[src/rtl/heartbeat_scanner.sv]
// rtl/heartbeat_scanner.sv - bar-scanner heartbeat animator for NUM_DIGITS 7-segment digits
//
// Ports:
//   clk      system clock, rising edge
//   reset    asynchronous active-high reset
//   mode     2'b00 blank, 2'b01 bounce, 2'b10 wrap chase, 2'b11 freeze
//   restart  single-cycle pulse, restarts the animation from position 0
//   seg      registered active-low segments, digit d in seg[8d+7:8d] (dp,g,f,e,d,c,b,a)
//   step     registered one-cycle pulse on each position advance

module heartbeat_scanner #(
    parameter int NUM_DIGITS = 4,
    parameter int TICK_DIV   = 100000,
    parameter int STEP_TICKS = 80
) (
    input  logic                    clk,
    input  logic                    reset,
    input  logic [1:0]              mode,
    input  logic                    restart,
    output logic [8*NUM_DIGITS-1:0] seg,
    output logic                    step
);

    localparam int PW  = $clog2(2 * NUM_DIGITS);
    localparam int PSW = $clog2(TICK_DIV);
    localparam int SW  = (STEP_TICKS > 1) ? $clog2(STEP_TICKS) : 1;

    localparam logic [PW-1:0]  POS_LAST   = PW'(2 * NUM_DIGITS - 1);
    localparam logic [PSW-1:0] PRESC_LAST = PSW'(TICK_DIV - 1);
    localparam logic [SW-1:0]  STC_LAST   = SW'(STEP_TICKS - 1);

    localparam logic [1:0] MODE_BLANK  = 2'b00;
    localparam logic [1:0] MODE_BOUNCE = 2'b01;
    localparam logic [1:0] MODE_WRAP   = 2'b10;

    localparam logic [7:0] BAR_LEFT  = 8'b1100_1111;  // f,e lit
    localparam logic [7:0] BAR_RIGHT = 8'b1111_1001;  // c,b lit

    typedef enum logic {
        DIR_UP   = 1'b0,
        DIR_DOWN = 1'b1
    } dir_t;

    logic [PSW-1:0]          presc_q, presc_d;
    logic [SW-1:0]           stc_q, stc_d;
    logic [PW-1:0]           pos_q, pos_d;
    dir_t                    dir_q, dir_d;
    logic [8*NUM_DIGITS-1:0] seg_d;
    logic                    step_d;

    logic running;
    logic tick;
    logic advance;

    // Only bounce and wrap let the timebase run; blank clears it, freeze holds it.
    assign running = (mode == MODE_BOUNCE) || (mode == MODE_WRAP);
    assign tick    = running && (presc_q == PRESC_LAST);
    assign advance = tick && (stc_q == STC_LAST);

    always_comb begin
        presc_d = presc_q;
        stc_d   = stc_q;
        pos_d   = pos_q;
        dir_d   = dir_q;
        step_d  = 1'b0;

        if (running) begin
            presc_d = tick ? '0 : presc_q + PSW'(1);
            if (tick) begin
                stc_d = advance ? '0 : stc_q + SW'(1);
            end
        end

        // Wrap always chases upward, so a later switch to bounce continues up.
        if (mode == MODE_WRAP) begin
            dir_d = DIR_UP;
        end

        if (advance) begin
            step_d = 1'b1;
            if (mode == MODE_WRAP) begin
                pos_d = (pos_q == POS_LAST) ? '0 : pos_q + PW'(1);
            end else if (dir_q == DIR_UP) begin
                if (pos_q == POS_LAST) begin
                    pos_d = POS_LAST - PW'(1);
                    dir_d = DIR_DOWN;
                end else begin
                    pos_d = pos_q + PW'(1);
                end
            end else begin
                if (pos_q == '0) begin
                    pos_d = PW'(1);
                    dir_d = DIR_UP;
                end else begin
                    pos_d = pos_q - PW'(1);
                end
            end
        end

        if (mode == MODE_BLANK || restart) begin
            presc_d = '0;
            stc_d   = '0;
            pos_d   = '0;
            dir_d   = DIR_UP;
            step_d  = 1'b0;
        end
    end

    // Segment image of the current position; position 0 is the leftmost bar.
    always_comb begin
        seg_d = '1;
        if (mode != MODE_BLANK) begin
            for (int d = 0; d < NUM_DIGITS; d++) begin
                if (d == (NUM_DIGITS - 1) - int'(pos_q[PW-1:1])) begin
                    seg_d[8*d +: 8] = pos_q[0] ? BAR_RIGHT : BAR_LEFT;
                end
            end
        end
    end

    always_ff @(posedge clk or posedge reset) begin
        if (reset) begin
            presc_q <= '0;
            stc_q   <= '0;
            pos_q   <= '0;
            dir_q   <= DIR_UP;
            seg     <= '1;
            step    <= 1'b0;
        end else begin
            presc_q <= presc_d;
            stc_q   <= stc_d;
            pos_q   <= pos_d;
            dir_q   <= dir_d;
            seg     <= seg_d;
            step    <= step_d;
        end
    end

endmodule

[config.mk]
export PLATFORM = sky130hd
export DESIGN_NAME = heartbeat_scanner
export DESIGN_NICKNAME = d
export VERILOG_FILES = /design/src/rtl/heartbeat_scanner.sv
export SDC_FILE = /design/constraint.sdc
export NUM_CORES = 1
export LEC_CHECK = 0
export BUFFER_PORTS_ARGS = -buffer_cell sky130_fd_sc_hd__buf_4
export CAP_MARGIN = 25
export CORE_ASPECT_RATIO = 1.5
export CORE_MARGIN = 5
export CORE_UTILIZATION = 45
export DETAILED_ROUTE_END_ITERATION = 7
export PLACE_DENSITY = 0.68
export REMOVE_ABC_BUFFERS = 1
export SYNTH_ARGS = -nofsm -noshare
export SYNTH_HDL_FRONTEND = slang
export SYNTH_SLANG_ARGS = --single-unit
[constraint.sdc]
create_clock -name clk -period 2.8 [get_ports clk]
set_input_delay 0.28 -clock clk [delete_from_list [all_inputs] [get_ports clk]]
set_output_delay 0.28 -clock clk [all_outputs]
set_load 0.05 [all_outputs]
After elaboration in Yosys (flattened, before gate mapping). Index checks and enable logic that the tools add are counted.

Add/subtract/negate cells: 5. Equal/unequal tests: 8. Muxes and demuxes: 29. Reduce and logical (&&, ||, !) cells: 12.

Operator list (count): two-way mux 17 bit (3); zero test 32 bit (1); two-way mux 30 bit (1); two-way mux 6 bit (5); two-way mux 7 bit (4); two-way mux 3 bit (7); adder 17 x 1 -> 17 bit, second input constant (1); equality test 17 bit, second input constant (1); two-way mux 1 bit (9); nonzero test 2 bit (4); adder 7 x 1 -> 7 bit, second input constant (1); equality test 7 bit, second input constant (1); equality test 3 bit, first input constant (2); adder 3 x 1 -> 3 bit, second input constant (1); equality test 2 x 3 -> 1 bit, first input constant (1); equality test 3 bit, second input constant (1); zero test 3 bit (1); subtractor 2 x 2 -> 3 bit, first input constant (1); subtractor 3 x 1 -> 3 bit, second input constant (1); equality test 2 x 1 -> 1 bit, second input constant (1); equality test 2 bit, second input constant (1); logical AND 1 bit (2); zero test 2 bit (1); logical OR 1 bit (2); AND reduction 2 bit (1).

Register bits: 61. Bits of input ports: 5. Output and inout port bits: 33. Word-level logic and storage cells: 60.

Longest topological paths before layout. Gate-level depths: netlist of the first run.

Depth after elaboration: 8. Mapped depth: 8. Mapped depth without buffers: 8.

Worst setup path after synthesis of the first run. OpenSTA, ideal clock, no wires.

Path type: input-to-reg. Start: input mode[0]. End: register stc_q[3]. Setup time: 0.082 ns. Arrival: 1.926 ns. Data required time: 2.718 ns. Setup slack: 0.792 ns. Stages: 7. Cells stage by stage: inv_1 > ha_1 > nand4_1 > or3_1 > clkbuf_1 > or4_1 > a31oi_1.

Cells in the longest elaborated chain, start to end: 8. Elaborated cells between the ends (all ways): 14.

Ends and longest elaborated chain: start, declared (line 18) `input logic [1:0] mode,`; equality test 2 x 1 -> 1 bit or equality test 2 bit (tied branches) (line 56) `assign running = (mode == MODE_BOUNCE) || (mode == MODE_WRAP);`; logical OR 1 bit (line 56); logical AND 1 bit (line 57) `assign tick = running && (presc_q == PRESC_LAST);`; logical AND 1 bit (line 58) `assign advance = tick && (stc_q == STC_LAST);`; two-way mux 7 bit (line 70) `stc_d = advance ? '0 : stc_q + SW'(1);`; two-way mux 7 bit (line 69) `if (tick) begin`; two-way mux 7 bit (line 67) `if (running) begin`; two-way mux 7 bit (line 100) `if (mode == MODE_BLANK || restart) begin`; end signal, assigned (line 131) `stc_q <= stc_d;`; end, declared (line 45) `logic [SW-1:0] stc_q, stc_d;`.

Parallel ways exist; a longest one is shown, timed or not. The select of a mux whose other input is x is not followed. A chain may end at the register's enable or synchronous reset.

Final worst setup path of the first run.
Start: register presc_q[0]. End: register stc_q[3].

Cells in the longest elaborated chain, start to end: 7. Elaborated cells between the ends (all ways): 9.

Ends and longest elaborated chain: start, declared (line 44) `logic [PSW-1:0] presc_q, presc_d;`; start signal, assigned (line 130) `presc_q <= presc_d;`; equality test 17 bit (*) (line 57); logical AND 1 bit (*) (line 57); logical AND 1 bit (line 58); two-way mux 7 bit (line 70); two-way mux 7 bit (line 69); two-way mux 7 bit (line 67); two-way mux 7 bit (line 100).

Mark *: on every way between the ends. The rest lies on a longest branch, timed or not. The select of a mux whose other input is x is not followed.

==> results of run 1 <==
==> flip-flops by register name, indices dropped and copies added, names as in the netlist <==
signal,cells
pos_q,3
presc_q,17
step,1
seg,8
stc_q,7
dir_q,1
==> cell usage after synthesis (4+ instances only) <==
| cell type | number |
|---|---|
| a21oi_1 | 9 |
| and3_1 | 4 |
| buf_4 | 24 |
| clkbuf_1 | 5 |
| dfrtp_1 | 29 |
| dfstp_2 | 8 |
| ha_1 | 10 |
| inv_1 | 10 |
| nand2_1 | 18 |
| nand3_1 | 11 |
| nand4_1 | 9 |
| nor2_1 | 18 |
| nor2b_1 | 5 |
| nor3_1 | 5 |
| o211ai_1 | 5 |
| o21ai_0 | 8 |
| o31ai_1 | 8 |
| or3_1 | 7 |
| or4_1 | 4 |
| xor2_1 | 7 |
==> cell families (layout without fill, tap and decap cells) <==
group,count (synthesis),count (layout)
simple gates,96,96
other cells,1,16
buf+inv,41,45
fa+ha+maj,10,10
xor+xnor,9,9
compound gates,44,44
mux,3,3
flops,37,37
==> worst max-delay path by stage <==
| stage | slack (ps) | startpoint | endpoint | cells past startpoint |
|---|---|---|---|---|
| after detailed placement | 540 | presc_q[12]$_DFFE_PP0P_ | presc_q[14]$_DFFE_PP0P_ | 4 |
| after global routing | 250 | presc_q[12]$_DFFE_PP0P_ | presc_q[14]$_DFFE_PP0P_ | 4 |
| final | 530 | presc_q[0]$_DFFE_PP0P_ | stc_q[3]$_DFFE_PP0P_ | 5 |
| after CTS | 550 | presc_q[12]$_DFFE_PP0P_ | presc_q[14]$_DFFE_PP0P_ | 4 |
| after floorplan | 530 | mode[0] | presc_q[10]$_DFFE_PP0P_ | 6 |
| after global placement | 600 | mode[0] | stc_q[3]$_DFFE_PP0P_ | 7 |
==> worst min-delay path: cells and delay by family <==
kind	cells	cell delay (ps)
buffers and inverters	3	550
==> metrics by stage <==
stage,setup WS [ps],utilization,instances,cell area (µm²)
after floorplan,527,-,225,2090
after global placement,602,0.490,318,2380
after detailed placement,543,0.490,318,2380
after CTS,549,0.508,326,2460
after global routing,250,0.508,326,2460
final,534,0.508,326,2460
==> area by class of cell <==
class | instances | area share
multi-input combinational | 178 | 0.454
sequential | 37 | 0.380
timing repair buffer | 27 | 0.0823
tap | 66 | 0.0335
clock buffer | 5 | 0.0279
inverter | 10 | 0.0152
clock inverter | 3 | 0.00711
==> where the power goes <==
group / switching (W) / total, W / internal [W]
sequential: 0.00000390 / 0.000542 / 0.000538
clock: 0.000204 / 0.000375 / 0.000172
combinational: 0.0000922 / 0.000111 / 0.0000190
total: 0.000300 / 0.00103 / 0.000729
==> layout by cell type (no fill, tap or decap), types with 3 or more instances in the layout <==
cell and n:
nor2b_1 5, o311ai_0 3, o21ai_0 8, conb_1 16, ha_1 10, nand4_1 9, nor3_1 5, a31oi_1 3
or4_1 4, and3_1 4, xor2_1 7, nand3_1 11, nor2_1 18, a41o_1 3, a21oi_1 9, inv_1 10
buf_4 27, o31ai_1 8, dfstp_2 8, or3_1 7, clkbuf_8 5, mux2i_1 3, o211ai_1 5, nand2_1 18
dfrtp_1 29
==> metal layers <==
layer	global-route usage	wire [µm]
met1	0.166	1870
met2	0.308	2540
met3	0.0370	303
met4	0.0558	77
met5	0	0
==> impl_metrics.ini, run 1 <==
[outcome]
status = finished clean

[power]
post-layout-total-power_w = 0.00103
vdd_ir_drop_max_mv = 0.276
pwr_density_cell_nw_per_um2 = 418
power.static_leakage_nw = 1.04

[drt]
avgRoutedWirePerCell_um = 14.7
drt_first_pass_iters = 4
detailroute.via_count = 1802
routed_via_density = 5.53
detailedRoute.firstIterationViolations = 71
routed_wl_um = 4800
detail_route.drc_violations = 0
antenna_violating_nets_post_route = 0

[place]
place.detailed.hpwl_um = 3530
gp_routability_congestion = 0.831
place.port_buffers = 21

[critical_path]
reg2reg_to = stc_q[3]$_DFFE_PP0P_
worst_setup_path_end_kind = register
reg2reg_setup_slack_ps = 530
worst_setup_path_start_kind = register
cp_slowest_stage_delay_ps = 560
series_of_cell_instances_along_the_critical_path = ha_1 > nand4_1 > or3_1 > or4_1 > a31oi_1
cp_data_required_time_ps = 3020
path_max_fanout = 16
cp_slowest_cell = or3_1
r2r_cells = 5
path_type_of_the_worst_setup_path = reg2reg
critPathTopFamily = simple AND/OR/NAND/NOR gates
r2r-start = presc_q[0]$_DFFE_PP0P_
critical_path_buf_inv_count = 0
arrival_ps = 2490

[finish]
sequential_cell_area_um2 = 936
fillCellCount = 483
antenna-diode-count = 0
multiInputGateArea_um2 = 1120
flow.area_growth_from_synthesis_pct = 9.76
final_nets = 274
drive_gt1_frac = 0.185

[clocking]
tritoncts = built
postCtsHoldBufs = 0
root_buffer = clkbuf_8
post_cts_setup_repair_buffer_count = 0
clk_pin_slew_ps = 80
postCtsResizedCells = 0
cts_buffers = 5
clock_latency_ps = 300
tritoncts_num_sinks = 37
cts_max_path_buffers = 2
htree_num_levels = 2

[timing]
worstMarginPinSlew_ps = 537
fmaxAchievable_ghz = 0.441
setup-tns-final_ps = 0
layout_worst_path_cycle_share = 0.809
setup_failing_eps_final = 0
number_of_hold_slack_violations_in_the_final_timing_report = 0
worst_hold_slack_ps = 82.8
final_max_slew_viol_count = 0
setup_repair_after_global_routing_missed_its_margin = no
final.setup_skew_ps = 10.1
post-route-min-period_ps = 2270
maxSlewHeadroom = 0.641

[global_routing]
grt_remaining_overflow = 0
globalRouteTotalUtil = 0.161
grt_start_max_net_pins = 38
grt_first_pass_wirelength_um = 8010
grt_pass1_vias = 1777
antenna_violations_before_repair = 0

[synth]
cell_area_after_technology_mapping_um2 = 2240
synth.mux.area_fraction = 0.0134
post_synth_xor_area_fraction = 0.0351
synth-warning-count = 0
largest_family_of_logic_cells_by_synthesized_area = simple AND/OR/NAND/NOR gates
dominant_cells_by_area_after_synthesis = dfrtp_1, dfstp_2, buf_4, ha_1, nand2_1
post_synth_fa_ha_maj_area_fraction = 0.0558
synth_flop_type = dfrtp_1
post_syn_area_per_cell_um2 = 9.31
synthArstFlopShare = 1.00
yosysSeqAreaShare = 0.417
yosys.cell_types.count = 43
synth_enable_flop_cells = 0
synth_simple_gate_area_share = 0.234
syn-instance-count = 241
synth_seq_cells = 37
synth_top_cell_by_area = dfrtp_1
post-synth-top-area-fraction = 0.323
synth_compound_area_frac = 0.133

[floorplan]
ios = 38
design.die.area_um2 = 6530
dieWidth_um = 67.7
site_row_count = 31
floorplan.core_area_um2 = 4850
initial_core_util = 0.463
fp.dieH_um = 96.5

[worst_hold_path]
min-delay-path-class = in2async

[run]
maxCapViolations = 0
No activity file was read; power rests on OpenSTA's default activity.
==> inputs of run 2 (changes only) <==
--- a/config.mk
+++ b/config.mk
@@ -11,7 +11,7 @@
 export CORE_MARGIN = 5
 export CORE_UTILIZATION = 45
 export DETAILED_ROUTE_END_ITERATION = 7
-export PLACE_DENSITY = 0.68
+export PLACE_DENSITY = 0.71
 export REMOVE_ABC_BUFFERS = 1
 export SYNTH_ARGS = -nofsm -noshare
 export SYNTH_HDL_FRONTEND = slang
==> constraint.sdc (replaced) <==
create_clock -name clk -period 2 [get_ports clk]
set_input_delay 0.2 -clock clk [delete_from_list [all_inputs] [get_ports clk]]
set_output_delay 0.2 -clock clk [all_outputs]
set_load 0.05 [all_outputs]
==> impl_metrics.ini, run 2 (synthesis results as in run 1) <==
[drt]
antenna_violating_nets_post_route = 0
drt_first_pass_iters = 4
detailedRoute.firstIterationViolations = 91
routed_wl_um = 4930
detailroute.via_count = 1876
detail_route.drc_violations = 0
routed_via_density = 5.36
avgRoutedWirePerCell_um = 14.1

[clocking]
root_buffer = clkbuf_8
clk_pin_slew_ps = 80
cts_max_path_buffers = 2
tritoncts = built
tritoncts_num_sinks = 37
clock_latency_ps = 290
cts_buffers = 5
htree_num_levels = 2

[floorplan]
site_row_count = 31
initial_core_util = 0.463
ios = 38
design.die.area_um2 = 6530
fp.dieH_um = 96.5
dieWidth_um = 67.7
floorplan.core_area_um2 = 4850

[critical_path]
worst_setup_path_end_kind = register
path_type_of_the_worst_setup_path = reg2reg
reg2reg_to = stc_q[2]$_DFFE_PP0P_
path_max_fanout = 7
series_of_cell_instances_along_the_critical_path = ha_2 > nand4_1 > or3_4 > buf_6 > or4_4 > a21oi_2
cp_slowest_cell = or4_4
cp_data_required_time_ps = 2230
r2r-start = presc_q[1]$_DFFE_PP0P_
cp_slowest_stage_delay_ps = 480
r2r_cells = 6
startpoint_of_the_most_critical_setup_path = presc_q[1]$_DFFE_PP0P_
reg2reg_setup_slack_ps = 40
worst_setup_path_start_kind = register
arrival_ps = 2190

[power]
power.static_leakage_nw = 1.17
pwr_density_cell_nw_per_um2 = 544
vdd_ir_drop_max_mv = 0.359

[finish]
sequential_cell_area_um2 = 936
fillCellCount = 444
commonest_cells_after_routing_fill_and_taps_aside = buf_4, dfrtp_1, nor2_1, nand2_1, conb_1
antenna-diode-count = 0
drive_gt1_frac = 0.275
reg_top3 = presc_q: 17 flops, seg: 8 flops, stc_q: 7 flops
mostFrequentLayoutCell = buf_4
largest_register_ffs = 17
final_nets = 298
flow.area_growth_from_synthesis_pct = 19.4
registers.top_by_ff_count = presc_q
multiInputGateArea_um2 = 1140

[global_routing]
globalRouteTotalUtil = 0.167
grt_pass1_vias = 1866
grt_remaining_overflow = 0
grt_first_pass_wirelength_um = 8290
grt_start_max_net_pins = 38
antenna_violations_before_repair = 0

[timing]
layout_worst_path_cycle_share = 0.981
setup-tns-final_ps = 0
number_of_hold_slack_violations_in_the_final_timing_report = 0
worst_slack_ps = 37.8
fmaxAchievable_ghz = 0.510
post-route-min-period_ps = 1960
final_max_slew_viol_count = 0
setup_failing_eps_final = 0
final.setup_skew_ps = 8.69

[place]
placement.setup.worst_slack_ps = -50.7
gp_routability_congestion = 0.859
place.port_buffers = 21
place.detailed.hpwl_um = 3580

[worst_hold_path]
min-delay-path-class = in2async

[run]
maxCapViolations = 0

[outcome]
status = finished clean
-- run 2: critical path: cells and delay by family (launching register included) --
kind / cells / cell delay, ps
buf+inv: 1 / 150
compound gates: 1 / 140
simple gates: 3 / 1050
fa+ha+maj: 1 / 190
flops: 1 / 370
-- run 2: through the flow --
stage	util	instances	hold slack (ps)	cell area, µm²	total power (W)
5_1_grt	0.552	350	47.0	2680	0.00153
4_1_cts	0.540	346	22.0	2620	0.00147
3_5_place_dp	0.521	338	345	2530	0.000938
2_1_floorplan	-	225	374	2090	0.000889
3_3_place_gp	0.521	338	339	2530	0.000937
6_report	0.552	350	8.23	2680	0.00146
-- run 2: cell type report --
type	instances	share of cell area
Timing Repair Buffer	51	0.144
Multi-Input combinational cell	178	0.427
Inverter	10	0.0140
Tap cell	66	0.0308
Clock inverter	3	0.00841
Sequential cell	37	0.350
Clock buffer	5	0.0257
-- run 2: worst max path at each step --
stage / depth (start not counted) / slack (ps) / to
2_1_floorplan: 5 / -210 / presc_q[10]$_DFFE_PP0P_
3_3_place_gp: 7 / -10 / stc_q[3]$_DFFE_PP0P_
3_5_place_dp: 7 / -50 / stc_q[3]$_DFFE_PP0P_
4_1_cts: 5 / 8 / stc_q[3]$_DFFE_PP0P_
5_1_grt: 6 / -30 / stc_q[2]$_DFFE_PP0P_
6_report: 6 / 40 / stc_q[2]$_DFFE_PP0P_
-- run 2: per-layer routing --
metal  wire [µm]  GRT usage
met1        1900      0.175
met2        2680      0.305
met3         242     0.0394
met4         111     0.0829
met5           0          0
-- run 2: where the power goes --
part | internal, W | switching, W
clock network | 0.000247 | 0.000283
registers | 0.000753 | 0.00000264
logic | 0.0000372 | 0.000134
-- run 2: repair_timing --
item	4_1_cts	5_1_grt
hold buffers	0	0
resized for setup	0	9
endpoints found under the setup margin	0	11
buffers inserted	0	4
